==> config.mk <==
export PLATFORM = sky130hd
export DESIGN_NAME = melody_sequencer
export DESIGN_NICKNAME = d
export VERILOG_FILES = /design/src/rtl/melody_sequencer.sv
export SDC_FILE = /design/constraint.sdc
export NUM_CORES = 1
export LEC_CHECK = 0
export ABC_AREA = 1
export BUFFER_PORTS_ARGS = -buffer_cell sky130_fd_sc_hd__buf_2
export CAP_MARGIN = 10
export CORE_ASPECT_RATIO = 1.1
export CORE_UTILIZATION = 54
export DETAILED_ROUTE_END_ITERATION = 12
export PLACE_DENSITY = 0.77
export SYNTH_ARGS = -nofsm -noshare
export SYNTH_HDL_FRONTEND = slang
export SYNTH_SLANG_ARGS = --single-unit
==> constraint.sdc <==
create_clock -name CLOCK_50 -period 3.26 [get_ports CLOCK_50]
set_clock_uncertainty 0.15 [all_clocks]
set_input_delay 0.326 -clock CLOCK_50 [delete_from_list [all_inputs] [get_ports CLOCK_50]]
set_output_delay 0.326 -clock CLOCK_50 [all_outputs]
set_load 0.03 [all_outputs]
==> src/rtl/melody_sequencer.sv <==
// Multi-voice square-wave melody player stepping through a synchronous note ROM.
// Optional per-note decay envelope is enabled with `define MELODY_ENVELOPE_EN.
//
// state    | meaning
// ---------+-------------------------------------------------------------
// IDLE     | silent, waits for start; rom_addr parked at 0
// FETCH    | note address presented to the ROM, outputs hold
// WAIT_ROM | ROM word latched into half-period registers, tones reset
// PLAY     | tones run; beat counter paces the note, then next note/end
module melody_sequencer #(
  parameter int NUM_VOICES  = 2,
  parameter int PERIOD_W    = 19,
  parameter int ADDR_W      = 10,
  parameter int SONG_LEN    = 1000,
  parameter int BEAT_CYCLES = 2500000,
  parameter int AMPLITUDE   = 100000000,
  parameter int SAMPLE_W    = 32
) (
  input  logic                             CLOCK_50,
  input  logic                             resetn,
  input  logic                             start,
  input  logic                             stop,
  input  logic                             loop_en,
  output logic [ADDR_W-1:0]                rom_addr,
  input  logic [NUM_VOICES*PERIOD_W-1:0]   rom_data,
  output logic signed [SAMPLE_W-1:0]       sample_out,
  output logic                             playing,
  output logic                             done
);

  localparam int BEAT_W = (BEAT_CYCLES > 1) ? $clog2(BEAT_CYCLES) : 1;
  localparam logic signed [SAMPLE_W+1:0] AMP     = (SAMPLE_W+2)'(AMPLITUDE);
  localparam logic signed [SAMPLE_W+1:0] SAT_MAX = {3'b000, {(SAMPLE_W-1){1'b1}}};
  localparam logic signed [SAMPLE_W+1:0] SAT_MIN = {3'b111, {(SAMPLE_W-1){1'b0}}};

  typedef enum logic [1:0] {S_IDLE, S_FETCH, S_WAIT_ROM, S_PLAY} state_t;

  state_t                    state, state_nx;
  logic [ADDR_W-1:0]         addr_nx;
  logic                      done_nx;
  logic [BEAT_W-1:0]         beat_cnt;
  logic                      last_beat, last_note;
  logic [PERIOD_W-1:0]       half_p   [NUM_VOICES];
  logic [PERIOD_W-1:0]       tone_cnt [NUM_VOICES];
  logic [NUM_VOICES-1:0]     level;
  logic signed [SAMPLE_W+1:0] amp_eff, mix_sum;
  logic signed [SAMPLE_W-1:0] sample_nx;

  assign last_beat = (beat_cnt == BEAT_W'(BEAT_CYCLES-1));
  assign last_note = (rom_addr == ADDR_W'(SONG_LEN-1));
  assign playing   = (state != S_IDLE);

  always_ff @(posedge CLOCK_50 or negedge resetn) begin
    if (!resetn) begin
      state    <= S_IDLE;
      rom_addr <= '0;
      done     <= 1'b0;
    end else begin
      state    <= state_nx;
      rom_addr <= addr_nx;
      done     <= done_nx;
    end
  end

  // stop overrides everything, including a simultaneous start
  always_comb begin
    state_nx = state;
    addr_nx  = rom_addr;
    done_nx  = 1'b0;
    if (stop) begin
      state_nx = S_IDLE;
      addr_nx  = '0;
    end else begin
      case (state)
        S_IDLE: if (start) begin
          state_nx = S_FETCH;
          addr_nx  = '0;
        end
        S_FETCH:    state_nx = S_WAIT_ROM;
        S_WAIT_ROM: state_nx = S_PLAY;
        S_PLAY: if (last_beat) begin
          if (!last_note) begin
            state_nx = S_FETCH;
            addr_nx  = rom_addr + ADDR_W'(1);
          end else if (loop_en) begin
            state_nx = S_FETCH;
            addr_nx  = '0;
          end else begin
            state_nx = S_IDLE;
            addr_nx  = '0;
            done_nx  = 1'b1;
          end
        end
        default: state_nx = S_IDLE;
      endcase
    end
  end

  always_ff @(posedge CLOCK_50 or negedge resetn) begin
    if (!resetn)
      beat_cnt <= '0;
    else if (state == S_PLAY)
      beat_cnt <= last_beat ? '0 : beat_cnt + BEAT_W'(1);
    else
      beat_cnt <= '0;
  end

  always_ff @(posedge CLOCK_50 or negedge resetn) begin
    if (!resetn) begin
      level <= '0;
      for (int v = 0; v < NUM_VOICES; v++) begin
        half_p[v]   <= '0;
        tone_cnt[v] <= '0;
      end
    end else if (state == S_WAIT_ROM) begin
      level <= '0;
      for (int v = 0; v < NUM_VOICES; v++) begin
        half_p[v]   <= rom_data[v*PERIOD_W +: PERIOD_W];
        tone_cnt[v] <= '0;
      end
    end else if (state == S_PLAY) begin
      for (int v = 0; v < NUM_VOICES; v++) begin
        if (half_p[v] == '0) begin
          tone_cnt[v] <= '0;
        end else if (tone_cnt[v] == half_p[v] - PERIOD_W'(1)) begin
          tone_cnt[v] <= '0;
          level[v]    <= ~level[v];
        end else begin
          tone_cnt[v] <= tone_cnt[v] + PERIOD_W'(1);
        end
      end
    end
  end

`ifdef MELODY_ENVELOPE_EN
  // decay step k = floor(4*beat_cnt/BEAT_CYCLES), compared without a divider
  localparam logic [BEAT_W+1:0] Q1 = (BEAT_W+2)'(BEAT_CYCLES);
  localparam logic [BEAT_W+1:0] Q2 = (BEAT_W+2)'(2*BEAT_CYCLES);
  localparam logic [BEAT_W+1:0] Q3 = (BEAT_W+2)'(3*BEAT_CYCLES);
  logic [BEAT_W+1:0] beat_x4;
  logic [1:0]        env_k;

  always_comb begin
    beat_x4 = {beat_cnt, 2'b00};
    env_k   = 2'd0;
    if (state == S_PLAY) begin
      if (beat_x4 >= Q3)      env_k = 2'd3;
      else if (beat_x4 >= Q2) env_k = 2'd2;
      else if (beat_x4 >= Q1) env_k = 2'd1;
    end
    amp_eff = AMP >>> env_k;
  end
`else
  assign amp_eff = AMP;
`endif

  always_comb begin
    mix_sum = '0;
    for (int v = 0; v < NUM_VOICES; v++) begin
      if (half_p[v] != '0)
        mix_sum = level[v] ? mix_sum + amp_eff : mix_sum - amp_eff;
    end
    if (mix_sum > SAT_MAX)
      sample_nx = SAT_MAX[SAMPLE_W-1:0];
    else if (mix_sum < SAT_MIN)
      sample_nx = SAT_MIN[SAMPLE_W-1:0];
    else
      sample_nx = mix_sum[SAMPLE_W-1:0];
  end

  // silent whenever IDLE or about to enter it; held across FETCH/WAIT_ROM
  always_ff @(posedge CLOCK_50 or negedge resetn) begin
    if (!resetn)
      sample_out <= '0;
    else if (state == S_IDLE || state_nx == S_IDLE)
      sample_out <= '0;
    else if (state == S_PLAY)
      sample_out <= sample_nx;
  end

endmodule

==> results.py <==
metrics = {
    "status": {
        "status": "finished, final reports clean",
    },
    "cells_and_area": {
        "post-route-util": 0.662,
        "final_layout_size_suffix_gt1_frac": 0.173,
        "final_cells": 1523,
        "postLayoutCellArea_sq_um": 10500,
        "n_antenna_cell": 0,
        "fin_nets": 1367,
        "syn_to_final_growth_pct": 19.4,
    },
    "timing": {
        "fin_tns_setup_ns": 0,
        "drv_slew": 0,
        "finalCritPeriodShare": 0.971,
        "layout_min_cycle_time_ns": 3.16,
        "tightestPinTransition_ns": 0.605,
        "final.setup.worst_slack_ns": 0.0954,
        "max_slew_margin": 0.595,
        "hold_viol_final": 0,
        "fin_hold_ws_ns": 0.0210,
        "setup_violations": 0,
        "max_freq_mhz": 316,
    },
    "drt": {
        "num_vias": 8148,
        "vias_per_cell": 5.35,
        "route.met2.wl_microns": 10100,
        "drtPass1Iterations": 5,
        "drc": 0,
        "drtIter0Drc": 559,
        "drt-total-wl_microns": 21000,
        "post_drt_wl_per_cell_microns": 13.8,
        "met1_length_microns": 9450,
        "drtAntennaViolNets": 0,
        "met3_length_microns": 912,
        "top_layer": "met4",
    },
    "global_routing": {
        "antenna_found_initial": 0,
        "grt_max_degree": 67,
        "first_global_vias": 7575,
        "grt_overflow_total": 0,
        "grt_first_pass_wirelength_microns": 34700,
        "grt_usage": 0.264,
    },
    "logic_synthesis": {
        "syn-cell-area_sq_um": 8760,
        "synthCells": 1177,
        "synth-async-reset-ratio": 1.00,
        "ys_ff_latch": 137,
        "synth_edf_count": 0,
        "post_synth.cell_area_avg_sq_um": 7.44,
        "seq_area_frac_synth": 0.391,
        "synth_top_flop_cell": "dfrtp_1",
        "synth_fp_nets": 1234,
        "yosys_warnings": 0,
        "synth_cell_types": 50,
    },
    "setup_path": {
        "path_delay_family": "adder cells",
        "crit_start": "half_p[19]",
        "crit_chain": "inv_1 > ha_1 > inv_1 > nor4_2 > nand4_1 > or3_4 > inv_1 > fa_2 > fa_1 > o21ai_2 > inv_1 > o21ai_2 > inv_2 > o21ai_2 > inv_2 > a21oi_2 > nand2_4 > nand3_1",
        "end_kind": "flop",
        "crit_fanout": 23,
        "slowest_stage": "fa_1",
        "crit_arrival_ns": 3.37,
        "cpMostUsedCell": "inv_1",
        "path_buf_inv": 6,
        "critPathMaxStageDelay_ns": 0.40,
        "cp-start-kind": "flop",
        "worstSetupPathType": "flop to flop",
        "r2r_start": "half_p[19]",
        "crit_required_ns": 3.47,
    },
    "placed_design": {
        "dp_cells": 1450,
        "dp_slack_ns": -0.0150,
        "detailed_place_hpwl_microns": 14800,
        "portBuffers": 86,
        "place_area_sq_um": 9400,
        "gp_congestion": 0.865,
    },
    "floorplan": {
        "chipHeight_microns": 136,
        "dieWidth_microns": 123,
        "ios": 87,
        "initial_core_util": 0.555,
        "core_area_sq_um": 15800,
        "dieArea_sq_um": 16700,
        "row_count": 48,
    },
    "pwr": {
        "p_total_mw": 5.85,
        "pwr_density_cell_nw_per_um2": 560,
        "vdd_ir_drop_max_v": 0.000364,
        "leakage_nw": 5.13,
    },
    "clocking": {
        "cts_tree": "yes",
        "clk_pin_slew_ns": 0.06,
        "cts_num_sinks": 137,
        "clk_latency_ns": 0.43,
        "h-tree-depth": 4,
        "clk_path_buf_depth": 2,
        "cts_buffers": 17,
        "cts-root-buf": "clkbuf_16",
    },
    "worst_hold_path": {
        "hold_class": "primary input to flop",
        "holdCritStartpoint": "rom_data[18]",
    },
    "run": {
        "cap_violations": 0,
    },
}
==> logic make-up (layout without fill, tap and decap cells) <==
group                    count (synthesis)  after routing  synth area share
flip-flops                             137            137             0.391
XOR/XNOR                                65             65            0.0650
multiplexers                             1              1           0.00114
AND/OR/NAND/NOR                        658            658             0.346
buffers and inverters                  176            322            0.0843
AO/OA/AOI/OAI                          126            126            0.0891
adder cells (fa/ha/maj)                 14             14            0.0234
==> final cells by class <==
cell class | instances | area, sq um
inverter | 146 | 548
timing repair buffer | 144 | 962
clock buffer | 20 | 447
tap | 200 | 250
clock inverter | 12 | 149
sequential | 137 | 3430
multi-input combinational | 864 | 4670
fill | 1345 | 5340
==> registers in the layout, indices dropped and copies added, names as in the netlist <==
register    cells
rom_addr       10
level           2
state           2
half_p         38
tone_cnt       38
done            1
sample_out     24
beat_cnt       22
==> worst paths after layout <==
| kind | to | slack [ns] | cells after the start |
|---|---|---|---|
| setup / recovery | sample_out[18] | 0.1 | 18 |
| hold / removal | half_p[37] | 0.02 | 3 |
| setup reg to reg | sample_out[18] | 0.1 | 18 |
| hold reg to reg | beat_cnt[0] | 0.31 | 1 |
| max in group asynchronous | sample_out[8] | 1.82 | 3 |
| min in group asynchronous | rom_addr[3] | 0.30 | 2 |
==> synth_stat cells, types with 3 or more instances <==
library cell | count | share of area
a21oi_1 | 29 | 0.017
and2_1 | 3 | 0.0021
buf_2 | 4 | 0.0023
buf_4 | 9 | 0.0077
buf_6 | 3 | 0.0039
clkbuf_1 | 12 | 0.0051
clkinv_1 | 3 | 0.0013
dfrtp_1 | 137 | 0.39
fa_1 | 4 | 0.0091
ha_1 | 10 | 0.014
inv_1 | 133 | 0.057
inv_2 | 10 | 0.0043
nand2_1 | 326 | 0.14
nand2_2 | 9 | 0.0064
nand3_1 | 80 | 0.046
nand3b_1 | 12 | 0.010
nand4_1 | 25 | 0.018
nand4_4 | 3 | 0.0073
nor2_1 | 132 | 0.057
nor2_2 | 13 | 0.0093
nor2_4 | 4 | 0.0051
nor2_8 | 4 | 0.0091
nor3_1 | 22 | 0.013
nor4_1 | 10 | 0.0071
o21ai_0 | 57 | 0.033
o21ai_2 | 12 | 0.012
o22ai_1 | 9 | 0.0064
o22ai_2 | 10 | 0.014
xnor2_1 | 22 | 0.022
xor2_1 | 43 | 0.043
==> repair_timing <==
| item | CTS | global route |
|---|---|---|
| buffers inserted | 0 | 4 |
| hold endpoints to repair | 99 | 0 |
| pin swaps | 0 | 5 |
| hold buffers | 37 | 0 |
| endpoints found under the setup margin | 23 | 23 |
| gates resized for setup | 2 | 16 |
| gates cloned | 0 | 0 |
==> routing by layer <==
metal	GRT usage	up-vias
met1	0.340	3811
met5	0	-
li1	-	4039
met4	0.108	0
met3	0.0484	51
met2	0.436	247
==> cell usage in the layout (no fill, tap or decap), types with 4 or more instances in the layout <==
master / instances
a21oi_1: 28
buf_2: 86
buf_4: 20
clkbuf_16: 17
clkinv_2: 4
clkinvlp_4: 4
dfrtp_1: 136
dlygate4sd3_1: 37
ha_1: 9
inv_1: 133
inv_2: 10
nand2_1: 324
nand2_2: 10
nand3_1: 80
nand3b_1: 12
nand4_1: 25
nand4_4: 4
nor2_1: 128
nor2_2: 16
nor2_4: 5
nor2_8: 4
nor3_1: 21
nor4_1: 9
o21ai_0: 56
o21ai_2: 14
o22ai_1: 9
o22ai_2: 10
xnor2_1: 22
xor2_1: 43
==> worst min-delay path: stages <==
cell and delay, ns:
buf_2 0.08, nand2_1 0.08, o21ai_0 0.08
==> power breakdown <==
group / internal (mW) / switching [mW] / total, mW
logic: 0.618 / 1.09 / 1.71
clock network: 1.22 / 0.753 / 1.97
registers: 1.91 / 0.264 / 2.17
total: 3.74 / 2.11 / 5.85
(Power assumes the default switching activity.)
